`src/rtl/peripheral_gpio_apb4_arbiter.sv`:
```
// rtl/peripheral_gpio_apb4_arbiter.sv - round-robin APB4 master arbiter in front of the GPIO slave
module peripheral_gpio_apb4_arbiter #(
    parameter int NUM_REQ    = 3,
    parameter int PADDR_SIZE = 8,
    parameter int PDATA_SIZE = 32,
    parameter int TIMEOUT    = 15
) (
    input  logic                           PCLK,
    input  logic                           PRESET,
    input  logic [NUM_REQ-1:0]             req_valid,
    input  logic [NUM_REQ-1:0]             req_write,
    input  logic [NUM_REQ*PADDR_SIZE-1:0]  req_addr,
    input  logic [NUM_REQ*PDATA_SIZE-1:0]  req_wdata,
    input  logic [NUM_REQ*PDATA_SIZE/8-1:0] req_strb,
    output logic [NUM_REQ-1:0]             req_ready,
    output logic [NUM_REQ-1:0]             rsp_valid,
    output logic [PDATA_SIZE-1:0]          rsp_rdata,
    output logic                           rsp_err,
    output logic                           PSEL,
    output logic                           PENABLE,
    output logic                           PWRITE,
    output logic [PADDR_SIZE-1:0]          PADDR,
    output logic [PDATA_SIZE-1:0]          PWDATA,
    output logic [PDATA_SIZE/8-1:0]        PSTRB,
    input  logic [PDATA_SIZE-1:0]          PRDATA,
    input  logic                           PREADY,
    input  logic                           PSLVERR
);
    localparam int STRB_W = PDATA_SIZE / 8;
    localparam int IDX_W  = (NUM_REQ > 1) ? $clog2(NUM_REQ) : 1;
    localparam int CW     = IDX_W + 1;

    typedef enum logic [1:0] {S_IDLE, S_SETUP, S_ACCESS, S_RESP} state_t;

    state_t                  state_q, state_d;
    logic [IDX_W-1:0]        ptr_q, ptr_d, idx_q, idx_d, win;
    logic [CW-1:0]           sum;
    logic                    found;
    logic [7:0]              cnt_q, cnt_d;
    logic                    psel_q, psel_d, pen_q, pen_d, pwrite_q, pwrite_d;
    logic [PADDR_SIZE-1:0]   paddr_q, paddr_d;
    logic [PDATA_SIZE-1:0]   pwdata_q, pwdata_d, rdata_q, rdata_d;
    logic [STRB_W-1:0]       pstrb_q, pstrb_d;
    logic                    err_q, err_d;

    // Round-robin search: first valid requester at or after the pointer, wrapping.
    always_comb begin
        found = 1'b0;
        win   = '0;
        sum   = '0;
        for (int k = 0; k < NUM_REQ; k++) begin
            sum = {1'b0, ptr_q} + CW'(k);
            if (sum >= CW'(NUM_REQ)) sum = sum - CW'(NUM_REQ);
            if (!found && req_valid[sum[IDX_W-1:0]]) begin
                found = 1'b1;
                win   = sum[IDX_W-1:0];
            end
        end
    end

    always_comb begin
        state_d   = state_q;
        ptr_d     = ptr_q;
        idx_d     = idx_q;
        cnt_d     = cnt_q;
        psel_d    = psel_q;
        pen_d     = pen_q;
        pwrite_d  = pwrite_q;
        paddr_d   = paddr_q;
        pwdata_d  = pwdata_q;
        pstrb_d   = pstrb_q;
        rdata_d   = rdata_q;
        err_d     = err_q;
        req_ready = '0;
        rsp_valid = '0;
        case (state_q)
            S_IDLE: begin
                if (found && !PRESET) begin
                    req_ready[win] = 1'b1;
                    idx_d    = win;
                    cnt_d    = '0;
                    psel_d   = 1'b1;
                    pen_d    = 1'b0;
                    pwrite_d = req_write[win];
                    paddr_d  = req_addr[win*PADDR_SIZE +: PADDR_SIZE];
                    pwdata_d = req_wdata[win*PDATA_SIZE +: PDATA_SIZE];
                    pstrb_d  = req_write[win] ? req_strb[win*STRB_W +: STRB_W] : '0;
                    state_d  = S_SETUP;
                end
            end
            S_SETUP: begin
                pen_d   = 1'b1;
                state_d = S_ACCESS;
            end
            S_ACCESS: begin
                cnt_d = cnt_q + 8'd1;
                // PREADY takes priority over a timeout expiring in the same cycle.
                if (PREADY || (cnt_q + 8'd1 == 8'(TIMEOUT))) begin
                    rdata_d  = (PREADY && !pwrite_q) ? PRDATA : '0;
                    err_d    = PREADY ? PSLVERR : 1'b1;
                    cnt_d    = '0;
                    psel_d   = 1'b0;
                    pen_d    = 1'b0;
                    pwrite_d = 1'b0;
                    paddr_d  = '0;
                    pwdata_d = '0;
                    pstrb_d  = '0;
                    state_d  = S_RESP;
                end
            end
            S_RESP: begin
                rsp_valid[idx_q] = 1'b1;
                ptr_d   = (idx_q == IDX_W'(NUM_REQ - 1)) ? '0 : idx_q + 1'b1;
                rdata_d = '0;
                err_d   = 1'b0;
                state_d = S_IDLE;
            end
            default: state_d = S_IDLE;
        endcase
    end

    always_ff @(posedge PCLK) begin
        if (PRESET) begin
            state_q  <= S_IDLE;
            ptr_q    <= '0;
            idx_q    <= '0;
            cnt_q    <= '0;
            psel_q   <= 1'b0;
            pen_q    <= 1'b0;
            pwrite_q <= 1'b0;
            paddr_q  <= '0;
            pwdata_q <= '0;
            pstrb_q  <= '0;
            rdata_q  <= '0;
            err_q    <= 1'b0;
        end else begin
            state_q  <= state_d;
            ptr_q    <= ptr_d;
            idx_q    <= idx_d;
            cnt_q    <= cnt_d;
            psel_q   <= psel_d;
            pen_q    <= pen_d;
            pwrite_q <= pwrite_d;
            paddr_q  <= paddr_d;
            pwdata_q <= pwdata_d;
            pstrb_q  <= pstrb_d;
            rdata_q  <= rdata_d;
            err_q    <= err_d;
        end
    end

    assign PSEL      = psel_q;
    assign PENABLE   = pen_q;
    assign PWRITE    = pwrite_q;
    assign PADDR     = paddr_q;
    assign PWDATA    = pwdata_q;
    assign PSTRB     = pstrb_q;
    assign rsp_rdata = rdata_q;
    assign rsp_err   = err_q;
endmodule
```
`config.mk`:
```
export PLATFORM = sky130hd
export DESIGN_NAME = peripheral_gpio_apb4_arbiter
export DESIGN_NICKNAME = d
export VERILOG_FILES = /design/src/rtl/peripheral_gpio_apb4_arbiter.sv
export SDC_FILE = /design/constraint.sdc
export NUM_CORES = 1
export LEC_CHECK = 0
export ABC_AREA = 1
export ABC_CLOCK_PERIOD_IN_PS = 2900
export CORE_MARGIN = 3
export CORE_UTILIZATION = 40
export CTS_CLUSTER_DIAMETER = 40
export DETAILED_ROUTE_END_ITERATION = 12
export GPL_ROUTABILITY_DRIVEN = 0
export GPL_TIMING_DRIVEN = 0
export HOLD_SLACK_MARGIN = 0.12
export PLACE_DENSITY = 0.81
export SLEW_MARGIN = 5
export SYNTH_ARGS = -nofsm -noshare
export SYNTH_HDL_FRONTEND = slang
export SYNTH_SLANG_ARGS = --single-unit
```
`constraint.sdc`:
```
create_clock -name PCLK -period 2.9 [get_ports PCLK]
set_input_delay 0.29 -clock PCLK [delete_from_list [all_inputs] [get_ports PCLK]]
set_output_delay 0.29 -clock PCLK [all_outputs]
set_load 0.1 [all_outputs]
```
Yosys cells after proc, flatten, opt, wreduce, memory -nomap -nowiden
Index checks and enable logic that the tools add are counted.

operators by class
  muxes and demuxes = 54
  reductions and logical operators = 21
  eq/ne operators = 7
  shift-type cells = 3
  add/sub/neg operators = 7
  magnitude comparators = 10

operator list
  cell                 number
  $mux 32              4
  $pmux 32 s2          2
  $shiftx 96x8->32     1
  $mux 8               4
  $pmux 8 s2           2
  $shiftx 24x6->8      1
  $mux 2               9
  $lt 2x3->1 const B   5
  $mux 1               15
  $mux 4               3
  $shiftx 12x5->4      1
  $mux 3               3
  $add 8x1->8 const B  1
  $bmux 1 s2           4
  $eq 8x4->1 const B   1
  $pmux 2 s4           1
  $pmux 4 s2           1
  $reduce_and 2->1     4
  $eq 2x2->1 const B   3
  $ge 3x2->1 const B   2
  $logic_and 1x1->1    6
  $pmux 1 s2           3
  $reduce_and 3->1     2
  $sub 2x2->2 const B  3
  other kinds (14)     21

word-level totals
  word-level logic and storage cells = 114
  bits in registers = 94
  input bits = 174

Depth between registers and ports, before layout
  depth after elaboration = 17
  gate-level depth with buffers = 18
  mapped depth without buffers = 17

Worst setup path after synthesis
Ideal clock, no wire load.

  kind = reg2out
  from = reg ptr_q[0]
  to = out req_ready[1]
  cell stages (with the launch flop) = 14
  arrival = 3.705 ns
  setup slack = -1.095 ns
  cells stage by stage = dfxtp_1 > inv_1 > ha_1 > inv_2 > nand2_1 > nand3_1 > nand2_1 > nand3_1 > nand2_2 > nor2_4 > inv_4 > buf_6 > buf_6 > nor3_1

on the way
  word-level cells in the longest chain between the ends = 17
  elaborated cells between the ends (all ways) = 35

RTL lines
  what                                                  line  text
  start, declared                                       36    logic [IDX_W-1:0] ptr_q, ptr_d, idx_q, idx_d, win;
  start signal, assigned                                138   ptr_q <= ptr_d;
  branches (longest 15 deep; another with $add 2x1->3)  --
  $mux 3 *                                              78    if (found && !PRESET) begin
  $mux 3 *                                              76    case (state_q)
  end, declared                                         15    output logic [NUM_REQ-1:0] req_ready,

Every way passes the cells marked *. The select of a mux whose other input is x is not followed.

Worst setup path in the final report
  from = reg ptr_q[1]
  to = out req_ready[2]

Same word-level chain as after synthesis.

==> results.py <==
metrics = {
    "run_status": {
        "outcome": "completed",
    },
    "global_route": {
        "grt_pass1_wl_mm": 27.48,
        "grt-ovfl-total": 0,
        "grt_pass1_vias": 5537,
        "grtUsageTotal": 0.2565,
        "grt_max_degree": 17,
        "antenna_found_initial": 0,
    },
    "power_and_ir_drop": {
        "p_sw_uw": 4447,
        "clock_power_share": 0.158,
        "p_leak_uw": 0.003190,
        "intPower_uw": 3790,
        "ir_drop_mv": 0.8010,
        "p_comb_frac": 0.631,
        "finalPower_uw": 8237,
        "power_per_cell_area_nw_per_um2": 1016,
        "swShare": 0.5399,
        "power_frac_seq": 0.211,
    },
    "final_layout": {
        "layout_commonest_cell": "nand2_1",
        "fin_nets": 1178,
        "stdcell_count": 1162,
        "finish.utilization": 0.6896,
        "num_antenna_cells": 0,
        "final_cell_mix": "271 x nand2_1, 254 x clkdlybuf4s50_1, 93 x nand3_1, 92 x dfxtp_1, 71 x a21oi_1",
        "syn_to_final_growth_pct": 64.18,
        "fillers": 1037,
        "drive_above_1_share": 0.09319,
    },
    "synthesis": {
        "yosysSeqAreaShare": 0.3810,
        "avgSynthCellArea_um2": 6.823,
        "synth_area_um2": 4940,
        "ys_ff_latch": 94,
        "syn_inst": 724,
        "synth.distinct_cells": 33,
        "yosys.area.top_type": "dfxtp_1",
        "syn_nets": 909,
        "netlist.area_leader.share": 0.3810,
        "synth.area.top_cells": "dfxtp_1 38%, nand2_1 21%, nand3_1 9.4%",
        "ys.warnings.count": 0,
    },
    "cts": {
        "cts_tree": "built",
        "ctsHoldBuffers": 0,
        "clock_latency_ns": 0.33,
        "path_clk_slew_ns": 0.07,
        "numCtsBuffers": 9,
        "cts.path.max_buffers": 2,
        "root_buffer": "clkbuf_16",
        "clock_sinks": 94,
        "h-tree-depth": 3,
    },
    "sta": {
        "rsz0062_at_grt": "yes",
        "fin_crit_sh": 0.9511,
        "skew_ns": 0.01306,
        "min_period_ns": 2.758,
        "fmax_mhz": 362.6,
        "finalSetupViolCount": 0,
        "hold_slack_ns": 0.4101,
        "relSlewSlack": 0.2807,
        "setup_ws_ns": 0.1419,
        "maxSlewViolCount": 0,
        "finalHoldViolCount": 0,
        "tightest_slew_ns": 1.076,
    },
    "floorplanning": {
        "design.die.area_um2": 13720,
        "start_util": 0.4200,
        "die_y_um": 117.1,
        "io_pins": 260,
        "num_rows": 39,
        "die_x_um": 117.1,
        "core-area_um2": 11760,
    },
    "flow_run": {
        "drv_cap": 0,
    },
    "place": {
        "dp_cells": 1146,
        "hpwl_mm": 14.24,
        "dp_slack_ns": -0.6210,
        "portBuffers": 258,
    },
    "route": {
        "wl_per_cell_um": 15.69,
        "dr.pass1.iters": 4,
        "detailroute.wirelength.met2_mm": 8.840,
        "drt-vias-per-instance": 5.011,
        "met3_length_mm": 1.601,
        "initialDrtViolationCount": 340,
        "vias": 5823,
        "wl_met1_mm": 7.289,
        "drc": 0,
        "antenna_left": 0,
        "drt-total-wl_mm": 18.23,
        "topRoutingLayerUsed": "met4",
    },
    "setup_path": {
        "worstSetupPathType": "reg2out",
        "regToRegSetupSlack_ns": 0.60,
        "arrival_ns": 2.47,
        "cp-start-kind": "register",
        "critPathRequiredTime_ns": 2.61,
        "reg2regPathDepth": 16,
        "worstPathMaxFanout": 10,
        "crit_path_end_kind": "output port",
    },
    "worst_hold_path": {
        "hold_class": "in2reg",
        "hold_path_depth": 2,
    },
}
==> critical path, cell delays in order (launching register included) <==
cell     delay [ns]
dfxtp_2        0.34
inv_1          0.10
ha_2           0.26
inv_2          0.06
nand2_1        0.06
nand3_1        0.09
nand2_2        0.13
nand3_2        0.11
nor2_2         0.14
nor2_4         0.07
buf_2          0.20
nor2_2         0.14
buf_2          0.45
==> state kept, by name, summed over array words and instances, names as in the netlist <==
| name | count |
|---|---|
| rsp_err | 1 |
| PWDATA | 32 |
| idx_q | 2 |
| state_q | 2 |
| PENABLE | 1 |
| PWRITE | 1 |
| cnt_q | 8 |
| ptr_q | 2 |
| PADDR | 8 |
| PSEL | 1 |
| rsp_rdata | 32 |
| PSTRB | 4 |
==> power by group through the flow <==
stage	Sequential [uW]	Combinational (uW)	Clock (uW)
detailed placement	1760	5170	0
global placement	1750	5150	0
floorplan	3590	1910	0
global route	1770	5540	1370
CTS	1730	5180	1320
finish	1740	5200	1300
==> synthesized netlist by cell type (all sizes together) <==
| cell | n |
|---|---|
| nand3b | 2 |
| buf | 30 |
| a31oi | 1 |
| o21ai | 6 |
| nand3 | 95 |
| xnor2 | 1 |
| xor2 | 4 |
| inv | 36 |
| o21a | 1 |
| a21oi | 81 |
| nand2 | 279 |
| dfxtp | 94 |
| nor3 | 4 |
| nor2 | 27 |
| nand4 | 33 |
| ha | 11 |
| a22oi | 2 |
| nor3b | 1 |
| clkbuf | 16 |
==> worst paths after layout <==
kind / start / endpoint
worst min-delay path: PRESET / rsp_rdata[13]
worst min register to register: PWDATA[25] / PWDATA[25]
worst max register to register: ptr_q[1] / PWDATA[5]
worst max-delay path: ptr_q[1] / req_ready[2]
==> through the flow <==
stage	setup TNS, ns	cell area [um2]
after global placement	-1.551	7747
after CTS	0	8075
after floorplan	-0.2445	4960
after global routing	-0.01178	8110
final	0	8110
after detailed placement	-1.517	7747
==> layout make-up <==
class | instances | area, um2 | share of cell area
Timing Repair Buffer | 258 | 2591 | 0.3195
Sequential cell | 94 | 1884 | 0.2323
Multi-Input combinational cell | 548 | 2678 | 0.3301
Clock inverter | 6 | 91.34 | 0.01126
Inverter | 36 | 137.6 | 0.01697
Tap cell | 164 | 205.2 | 0.02530
Clock buffer | 10 | 239.0 | 0.02947
Buffer | 46 | 284.0 | 0.03502
==> per-layer routing <==
layer,global-route usage,vias up
li1,-,2919
met2,0.4395,240
met1,0.3048,2625
met4,0.1040,0
met5,0,-
met3,0.06838,39
==> logic make-up (layout without fill, tap and decap cells) <==
logic type,Yosys count,in the layout,synth area share
buf+inv,82,356,0.08536
compound gates,91,91,0.1023
fa+ha+maj,11,11,0.02786
xor+xnor,5,5,0.008865
simple gates,441,441,0.3946
flops,94,94,0.3810
==> timing repair <==
item | CTS | global route
pin swaps | 1 | 2
resized for setup | 20 | 8
setup endpoints to repair | 3 | 4
buffers inserted | 0 | 0
hold endpoints to repair | 0 | 0
No activity file was read; power rests on OpenSTA's default activity.
